`src/rtl/square_sprite_core_pkg.sv`:
```
// square_sprite_core_pkg: shared constants and types for the square sprite overlay core.
// Revision: 1.0
`default_nettype none

package square_sprite_core_pkg;

  localparam int COLOR_DEPTH = 12;
  localparam int SPRITE_SIZE = 32;
  localparam int SPRITE_BITS = 5;
  localparam int COORD_WIDTH = 11;

  localparam logic [2:0] REG_X0   = 3'd0;
  localparam logic [2:0] REG_Y0   = 3'd1;
  localparam logic [2:0] REG_CTRL = 3'd2;
  localparam logic [2:0] REG_PAL1 = 3'd3;
  localparam logic [2:0] REG_PAL2 = 3'd4;
  localparam logic [2:0] REG_PAL3 = 3'd5;

  localparam logic [11:0] PAL1_RST = 12'hF00;
  localparam logic [11:0] PAL2_RST = 12'h0F0;
  localparam logic [11:0] PAL3_RST = 12'hFFF;

  typedef struct packed {
    logic blink_en;
    logic bypass;
  } ctrl_t;

endpackage

`default_nettype wire

```
`src/rtl/square_sprite_core.sv`:
```
// square_sprite_core: 32x32 palette sprite composited over an upstream pixel stream.
// Revision: 1.0
`default_nettype none

module square_sprite_core
  import square_sprite_core_pkg::*;
#(
  parameter int ADDR_WIDTH = 10,
  parameter int DATA_WIDTH = 2,
  parameter int CD         = COLOR_DEPTH
) (
  input  logic                   clk,
  input  logic                   rst_n,
  input  logic [10:0]            x,
  input  logic [10:0]            y,
  input  logic                   frame_start,
  input  logic [CD-1:0]          si_rgb,
  input  logic                   wr_en,
  input  logic [10:0]            wr_addr,
  input  logic [CD-1:0]          wr_data,
  output logic                   ram_we,
  output logic [ADDR_WIDTH-1:0]  ram_addr_w,
  output logic [DATA_WIDTH-1:0]  ram_din,
  output logic [ADDR_WIDTH-1:0]  ram_addr_r,
  input  logic [DATA_WIDTH-1:0]  ram_dout,
  output logic [CD-1:0]          so_rgb
);

  logic [COORD_WIDTH-1:0] x0, y0, x0_pend, y0_pend;
  logic [COORD_WIDTH-1:0] dx, dy;
  ctrl_t                  ctrl;
  logic [CD-1:0]          pal1, pal2, pal3;
  logic [5:0]             blink_cnt;
  logic                   hit, hit_d1;
  logic [CD-1:0]          si_rgb_d1;
  logic                   reg_we;
  logic                   hidden;
  logic                   show;
  logic [CD-1:0]          pal_color;

  // The RAM write port is a pure decode of the bus so writes land the same cycle.
  assign ram_we     = wr_en & wr_addr[10];
  assign ram_addr_w = wr_addr[ADDR_WIDTH-1:0];
  assign ram_din    = wr_data[DATA_WIDTH-1:0];
  assign reg_we     = wr_en & ~wr_addr[10];

  assign dx  = x - x0;
  assign dy  = y - y0;
  assign hit = (dx[COORD_WIDTH-1:SPRITE_BITS] == '0) && (dy[COORD_WIDTH-1:SPRITE_BITS] == '0);
  assign ram_addr_r = ADDR_WIDTH'({dy[SPRITE_BITS-1:0], dx[SPRITE_BITS-1:0]});

  assign hidden = ctrl.blink_en & blink_cnt[5];
  assign show   = hit_d1 & ~ctrl.bypass & ~hidden & (ram_dout != '0);

  always_comb begin
    pal_color = si_rgb_d1;
    case (ram_dout)
      DATA_WIDTH'(1): pal_color = pal1;
      DATA_WIDTH'(2): pal_color = pal2;
      DATA_WIDTH'(3): pal_color = pal3;
      default:        pal_color = si_rgb_d1;
    endcase
  end

  always_ff @(posedge clk) begin
    if (!rst_n) begin
      x0        <= '0;
      y0        <= '0;
      x0_pend   <= '0;
      y0_pend   <= '0;
      ctrl      <= '0;
      pal1      <= CD'(PAL1_RST);
      pal2      <= CD'(PAL2_RST);
      pal3      <= CD'(PAL3_RST);
      blink_cnt <= '0;
      hit_d1    <= 1'b0;
      si_rgb_d1 <= '0;
      so_rgb    <= '0;
    end else begin
      if (reg_we) begin
        case (wr_addr[2:0])
          REG_X0:   x0_pend <= COORD_WIDTH'(wr_data);
          REG_Y0:   y0_pend <= COORD_WIDTH'(wr_data);
          REG_CTRL: ctrl    <= ctrl_t'(wr_data[1:0]);
          REG_PAL1: pal1    <= wr_data;
          REG_PAL2: pal2    <= wr_data;
          REG_PAL3: pal3    <= wr_data;
          default:  ;
        endcase
      end
      // Position commits only at frame start, using the pending value from before this edge.
      if (frame_start) begin
        x0        <= x0_pend;
        y0        <= y0_pend;
        blink_cnt <= blink_cnt + 6'd1;
      end
      hit_d1    <= hit;
      si_rgb_d1 <= si_rgb;
      so_rgb    <= show ? pal_color : si_rgb_d1;
    end
  end

endmodule

`default_nettype wire

```
`config.mk`:
```
export PLATFORM = sky130hd
export DESIGN_NAME = square_sprite_core
export DESIGN_NICKNAME = d
export VERILOG_FILES = /design/src/rtl/square_sprite_core_pkg.sv /design/src/rtl/square_sprite_core.sv
export SDC_FILE = /design/constraint.sdc
export NUM_CORES = 1
export LEC_CHECK = 0
export ABC_AREA = 1
export BUFFER_PORTS_ARGS = -buffer_cell sky130_fd_sc_hd__buf_2
export CORE_ASPECT_RATIO = 0.75
export CORE_UTILIZATION = 41
export DETAILED_ROUTE_END_ITERATION = 10
export PLACE_DENSITY = 0.64
export SYNTH_ARGS = -nofsm -noshare
export SYNTH_HDL_FRONTEND = slang
export SYNTH_SLANG_ARGS = --single-unit
```
`constraint.sdc`:
```
create_clock -name clk -period 1.66 [get_ports clk]
set_input_delay 0.166 -clock clk [delete_from_list [all_inputs] [get_ports clk]]
set_output_delay 0.166 -clock clk [all_outputs]
set_load 0.01 [all_outputs]
```
==> flow_summary.ini, run 1 <==
[outcome]
status = complete, but fails checks
violations = setup timing

[routing]
detailroute.via_count = 4912
wl_per_cell_um = 12.94
drc = 0
dr.first_iter.drc_count = 275
drtPass1Iterations = 4
viasPerCell = 4.737
ant_nets = 0
wirelength_um = 13420

[sta]
fmax_ghz = 0.5027
fin_worst_skew_ns = 0.006601
worst_slack_ns = -0.3293
setup_tns_ns = -1.575
hold_slack_ns = 0.03032
rsz0062_at_grt = true
setup_viol = 9
period_needed_ns = 1.989
report.final.slew_viol_count = 0
tightest_slew_ns = 0.4100
hold_viol = 0
relSlewSlack_pct = 72.64
period_share_pct = 119.8

[run]
max-cap-violations = 0

[global_route]
overflow = 0
grt_start_max_net_pins = 38
grt_usage_pct = 20.32
grt_pass1_wl_um = 21770
antenna_found_initial = 0
grt_pass1_vias = 4470

[floorplan]
rows = 36
die_x_um = 136.9
start_util_pct = 42.57
num_io_pins = 98
die_y_um = 103.2
core_um2 = 13150
dieArea_um2 = 14130

[min_path]
hold_path.class = in2reg
hold_depth = 3

[worst_setup_path]
slowest_stage = fa_2
cp_common_cell = nand2_1
rr_worst_depth = 12
worstPathCellList = ha_4 -> fa_2 -> inv_1 -> nand2_1 -> nand2_2 -> buf_4 -> nand2_1 -> xnor2_1 -> buf_2
path_delay_family = adder cells
critPathBufInv = 3
critPathMaxStageDelay_ns = 0.34
endpoint_kind = primary output
critPathRequiredTime_ns = 1.49
crit_path_max_fanout = 2
path_class = reg2out
start_kind = register
worstPathArrival_ns = 1.82
crit_cells = 9

[placed_design]
gp_congestion = 0.8742
portBuffers = 83
hpwlAfterDp_um = 9418
preCtsSetupSlack_ns = -0.1294

[cells_and_area]
nNetsFinal = 939
syn2layout_area_growth_pct = 25.81
layout_common_cells = 110 x inv_1, 109 x dfxtp_1, 105 x nor2_1, 103 x nand2_1, 81 x buf_2
diodes = 0
fillCellCount = 1326
layout_commonest_cell = inv_1
final_layout_size_suffix_gt1_share_pct = 25.52

[clocking]
cts_tree = done
cts_buffer_depth = 2
h-tree-depth = 4
clock-sinks = 113
cts-root-buf = clkbuf_16
clk_latency_ns = 0.41
numCtsBuffers = 17
clk_pin_slew_ns = 0.05

[yosys]
netlist.area_leader.share_pct = 40.40
synth_nets = 836
synth.largest_area_cell = dfxtp_1
syn_area_um2 = 5599
synth_cells = 750
synth_warnings = 0
ys_ff_latch = 113
synth.avg_cell_area_um2 = 7.465
synth.yosys.seq_area_share_pct = 40.40
ys_types = 40
synth_area_leaders = dfxtp_1 40%, inv_1 7.7%, nand2_1 7.2%

[power]
peakVddDrop_mv = 0.8592
p_leak_nw = 3.419
power-per-cell-area_nw_per_um2 = 1045
==> sequential cells by signal (all words and copies together) (netlist names) <==
name	flops
so_rgb	12
y0	11
si_rgb_d1	12
pal2	12
x0_pend	11
y0_pend	11
pal3	12
blink_cnt	6
ctrl	2
hit_d1	1
x0	11
pal1	12
==> final timing paths <==
| check | start | to | slack (ns) |
|---|---|---|---|
| setup / recovery | y0[0] | ram_addr_r[9] | -0.33 |
| hold / removal | wr_data[11] | pal1[11] | 0.03 |
| setup reg to reg | x0[0] | hit_d1 | -0.11 |
| hold reg to reg | si_rgb_d1[4] | so_rgb[4] | 0.44 |
==> routing by layer <==
| layer | global-route usage [%] | wire (um) | vias to the layer above |
|---|---|---|---|
| met1 | 28.54 | 6910 | 2201 |
| met2 | 30.30 | 5766 | 99 |
| met4 | 5.833 | 108 | 0 |
| met3 | 5.702 | 638 | 10 |
| met5 | 0 | 0 | - |
| li1 | - | - | 2602 |
==> worst reg2reg max path, cell delays in order (launching register included) <==
cell and delay [ns]:
dfxtp_2 0.33, ha_4 0.16, fa_2 0.38, inv_2 0.08
nand2_2 0.05, nand2_2 0.07, buf_4 0.12, nand3_1 0.08
nand3_1 0.09, nand2_1 0.06, nor3_2 0.17, nand2_1 0.07
nor2_1 0.07
==> Yosys cell counts <==
| library cell | instances |
|---|---|
| buf_4 | 15 |
| a211oi_2 | 19 |
| nand3_1 | 22 |
| o221ai_2 | 1 |
| clkbuf_1 | 13 |
| inv_2 | 9 |
| nor3_1 | 3 |
| buf_6 | 2 |
| buf_2 | 10 |
| dfxtp_1 | 113 |
| nor2_4 | 2 |
| o22ai_1 | 4 |
| clkinv_1 | 2 |
| nand2_4 | 1 |
| o21ai_1 | 18 |
| a31oi_1 | 1 |
| or2_1 | 2 |
| a21oi_1 | 51 |
| o21ai_0 | 65 |
| a211oi_1 | 4 |
| xnor2_1 | 6 |
| or2_4 | 1 |
| o211ai_2 | 1 |
| xor2_1 | 2 |
| o211ai_1 | 1 |
| nor2_2 | 4 |
| nand4_2 | 1 |
| nand4_1 | 1 |
| ha_1 | 21 |
| nand2_1 | 107 |
| nor3_2 | 1 |
| nand3_2 | 5 |
| a21oi_2 | 1 |
| o22ai_2 | 6 |
| inv_1 | 115 |
| nand2_2 | 7 |
| fa_1 | 2 |
| nand3b_1 | 3 |
| nor2_1 | 105 |
| o21bai_1 | 3 |
==> stage by stage <==
stage | util, % | total power, mW | instance area, um2 | instances
finish | 53.56 | 7.365 | 7044 | 1037
global route | 53.56 | 7.702 | 7044 | 1037
CTS | 53.07 | 7.389 | 6980 | 1034
detailed placement | 46.76 | 3.844 | 6150 | 983
global placement | 46.76 | 3.840 | 6150 | 983
floorplan | - | 3.543 | 5599 | 750
==> kinds of logic after synthesis <==
family	Yosys count	synth area share (%)
fa+ha+maj	23	5.408
xor+xnor	8	1.251
buf+inv	166	12.63
flops	113	40.40
simple gates	265	20.47
compound gates	175	19.84
==> where the power goes <==
group          total [mW]  switching (mW)  internal, mW
registers            2.84          0.0336          2.81
clock network        3.46            1.19          2.27
logic                1.06           0.612         0.451
==> timing repair <==
action | CTS | global route
setup buffers | 7 | 4
resized for setup | 24 | 10
hold buffers | 12 | 0
hold endpoints to repair | 12 | 0
endpoints found under the setup margin | 9 | 9
pin swaps | 3 | 5
==> area by class of cell <==
| type | instances | area (um2) | share of cell area (%) |
|---|---|---|---|
| tap | 171 | 214.0 | 3.037 |
| timing repair buffer | 124 | 785.8 | 11.15 |
| clock buffer | 26 | 479.2 | 6.803 |
| sequential | 113 | 2267 | 32.18 |
| clock inverter | 6 | 80.08 | 1.137 |
| inverter | 126 | 473.0 | 6.714 |
| multi-input combinational | 471 | 2745 | 38.97 |
(Power assumes the default switching activity.)
==> run 2, diff against run 1 <==
--- a/config.mk
+++ b/config.mk
@@ -11,6 +11,7 @@
 export CORE_UTILIZATION = 41
 export DETAILED_ROUTE_END_ITERATION = 10
 export PLACE_DENSITY = 0.64
+export REMOVE_ABC_BUFFERS = 1
 export SYNTH_ARGS = -nofsm -noshare
 export SYNTH_HDL_FRONTEND = slang
 export SYNTH_SLANG_ARGS = --single-unit
==> flow_summary.ini, run 2 (same netlist as run 1, synthesis figures left out) <==
[global_route]
grt_usage_pct = 20.22
overflow = 0
antenna_found_initial = 0
grt_pass1_wl_um = 21840
grt_pass1_vias = 4500
grt_start_max_net_pins = 47

[outcome]
violations = setup timing
status = complete, but fails checks

[clocking]
cts_buffer_depth = 2
clk_latency_ns = 0.41
numCtsBuffers = 17
clock-sinks = 113
h-tree-depth = 4
clk_pin_slew_ns = 0.05
cts_tree = done
cts-root-buf = clkbuf_16

[placed_design]
portBuffers = 83
gp_congestion = 0.8799
hpwlAfterDp_um = 9660

[sta]
relSlewSlack_pct = 72.75
fin_worst_skew_ns = 0.01073
setup_viol = 9
fmax_ghz = 0.5177
hold_viol = 0
worst_slack_ns = -0.2718
tightest_slew_ns = 0.4088
report.final.slew_viol_count = 0
period_share_pct = 116.4
hold_slack_ns = 0.05673
rsz0062_at_grt = true
setup_tns_ns = -1.379
period_needed_ns = 1.932

[routing]
viasPerCell = 4.786
wirelength_um = 13790
drtPass1Iterations = 5
wl_per_cell_um = 13.19
drc = 0
ant_nets = 0
dr.first_iter.drc_count = 353
detailroute.via_count = 5006

[power]
p_leak_nw = 3.484
intPower_mw = 5.534
p_total_mw = 7.374
swShare_pct = 24.95
p_seq_share_pct = 38.6
combPwrFrac_pct = 15.1
p_sw_mw = 1.840
peakVddDrop_mv = 0.7115
p_clk_share_pct = 46.3
power-per-cell-area_nw_per_um2 = 1024

[cells_and_area]
diodes = 0
layout_common_cells = 107 x inv_1, 107 x dfxtp_1, 105 x nor2_1, 100 x nand2_1, 81 x buf_2
fillCellCount = 1259
syn2layout_area_growth_pct = 28.58
final_layout_size_suffix_gt1_share_pct = 27.89
nNetsFinal = 948

[run]
max-cap-violations = 0

[floorplan]
die_x_um = 136.9
num_io_pins = 98
dieArea_um2 = 14130
core_um2 = 13150
rows = 36
die_y_um = 103.2
start_util_pct = 42.57

[min_path]
hold_path.class = in2reg
hold_depth = 3

[worst_setup_path]
endpoint_kind = primary output
critPathRequiredTime_ns = 1.49
rr_worst_depth = 15
worstPathArrival_ns = 1.77
crit_path_max_fanout = 2
path_class = reg2out
start_kind = register
## run 2: cell count changes in the layout (fill, tap and decap cells not counted), sizes merged
| cell | previous run | this run |
|---|---|---|
| bufinv | 2 | 1 |
| buf | 112 | 120 |
| dlygate4sd3 | 12 | 13 |
| clkbuf | 26 | 27 |
## run 2: power groups by stage
stage	Combinational, mW	Sequential (mW)	Clock, mW
floorplan	0.586	2.89	0
CTS	1.05	2.84	3.47
global placement	0.952	2.89	0
detailed placement	0.958	2.89	0
global route	1.25	2.85	3.61
finish	1.11	2.84	3.42
## run 2: per-layer routing
layer	up-vias	routed length (um)	GRT usage, %
met2	118	5695	28.87
met1	2266	7324	29.66
li1	2610	-	-
met4	0	136	5.410
met3	12	637	5.458
met5	-	0	0
## run 2: layout make-up
cell class	count	area (um2)	area share, %
Multi-Input combinational cell	471	2808	39.00
Sequential cell	113	2270	31.53
Timing Repair Buffer	133	872.1	12.11
Clock buffer	27	513.0	7.125
Inverter	126	473.0	6.569
Tap cell	171	214.0	2.972
Clock inverter	5	50.05	0.6952
## run 2: what timing repair did
item                                    in CTS  in global routing
endpoints found under the hold margin       13                  0
gates resized for setup                     29                 21
setup buffers                               13                  3
hold buffers                                13                  0
pin swaps                                   10                 16
endpoints found under the setup margin       9                  9
## run 2: path summary, 6_finish.rpt
| check | slack [ns] | start | end |
|---|---|---|---|
| worst min-delay path | 0.06 | wr_data[8] | pal1[8] |
| worst max register to register | -0.18 | x0[0] | hit_d1 |
| worst min register to register | 0.44 | si_rgb_d1[2] | so_rgb[2] |
| worst max-delay path | -0.27 | y0[0] | ram_addr_r[9] |
## run 2: critical path, stage by stage (launching register included)
cell and delay, ns:
dfxtp_2 0.33, ha_4 0.16, fa_2 0.36, inv_2 0.06
nand2_2 0.04, nand2_2 0.06, nand2_2 0.07, xnor2_2 0.12
buf_2 0.15
## run 2: through the flow
stage / cells / setup slack [ns] / instance area (um2) / util [%]
after CTS: 1045 / -0.3452 / 7093 / 53.93
after detailed placement: 987 / -0.1323 / 6192 / 47.08
final: 1046 / -0.2718 / 7199 / 54.74
after global placement: 987 / -0.1041 / 6192 / 47.08
after global routing: 1046 / -0.3655 / 7199 / 54.74
after floorplan: 710 / 0.01951 / 5365 / -
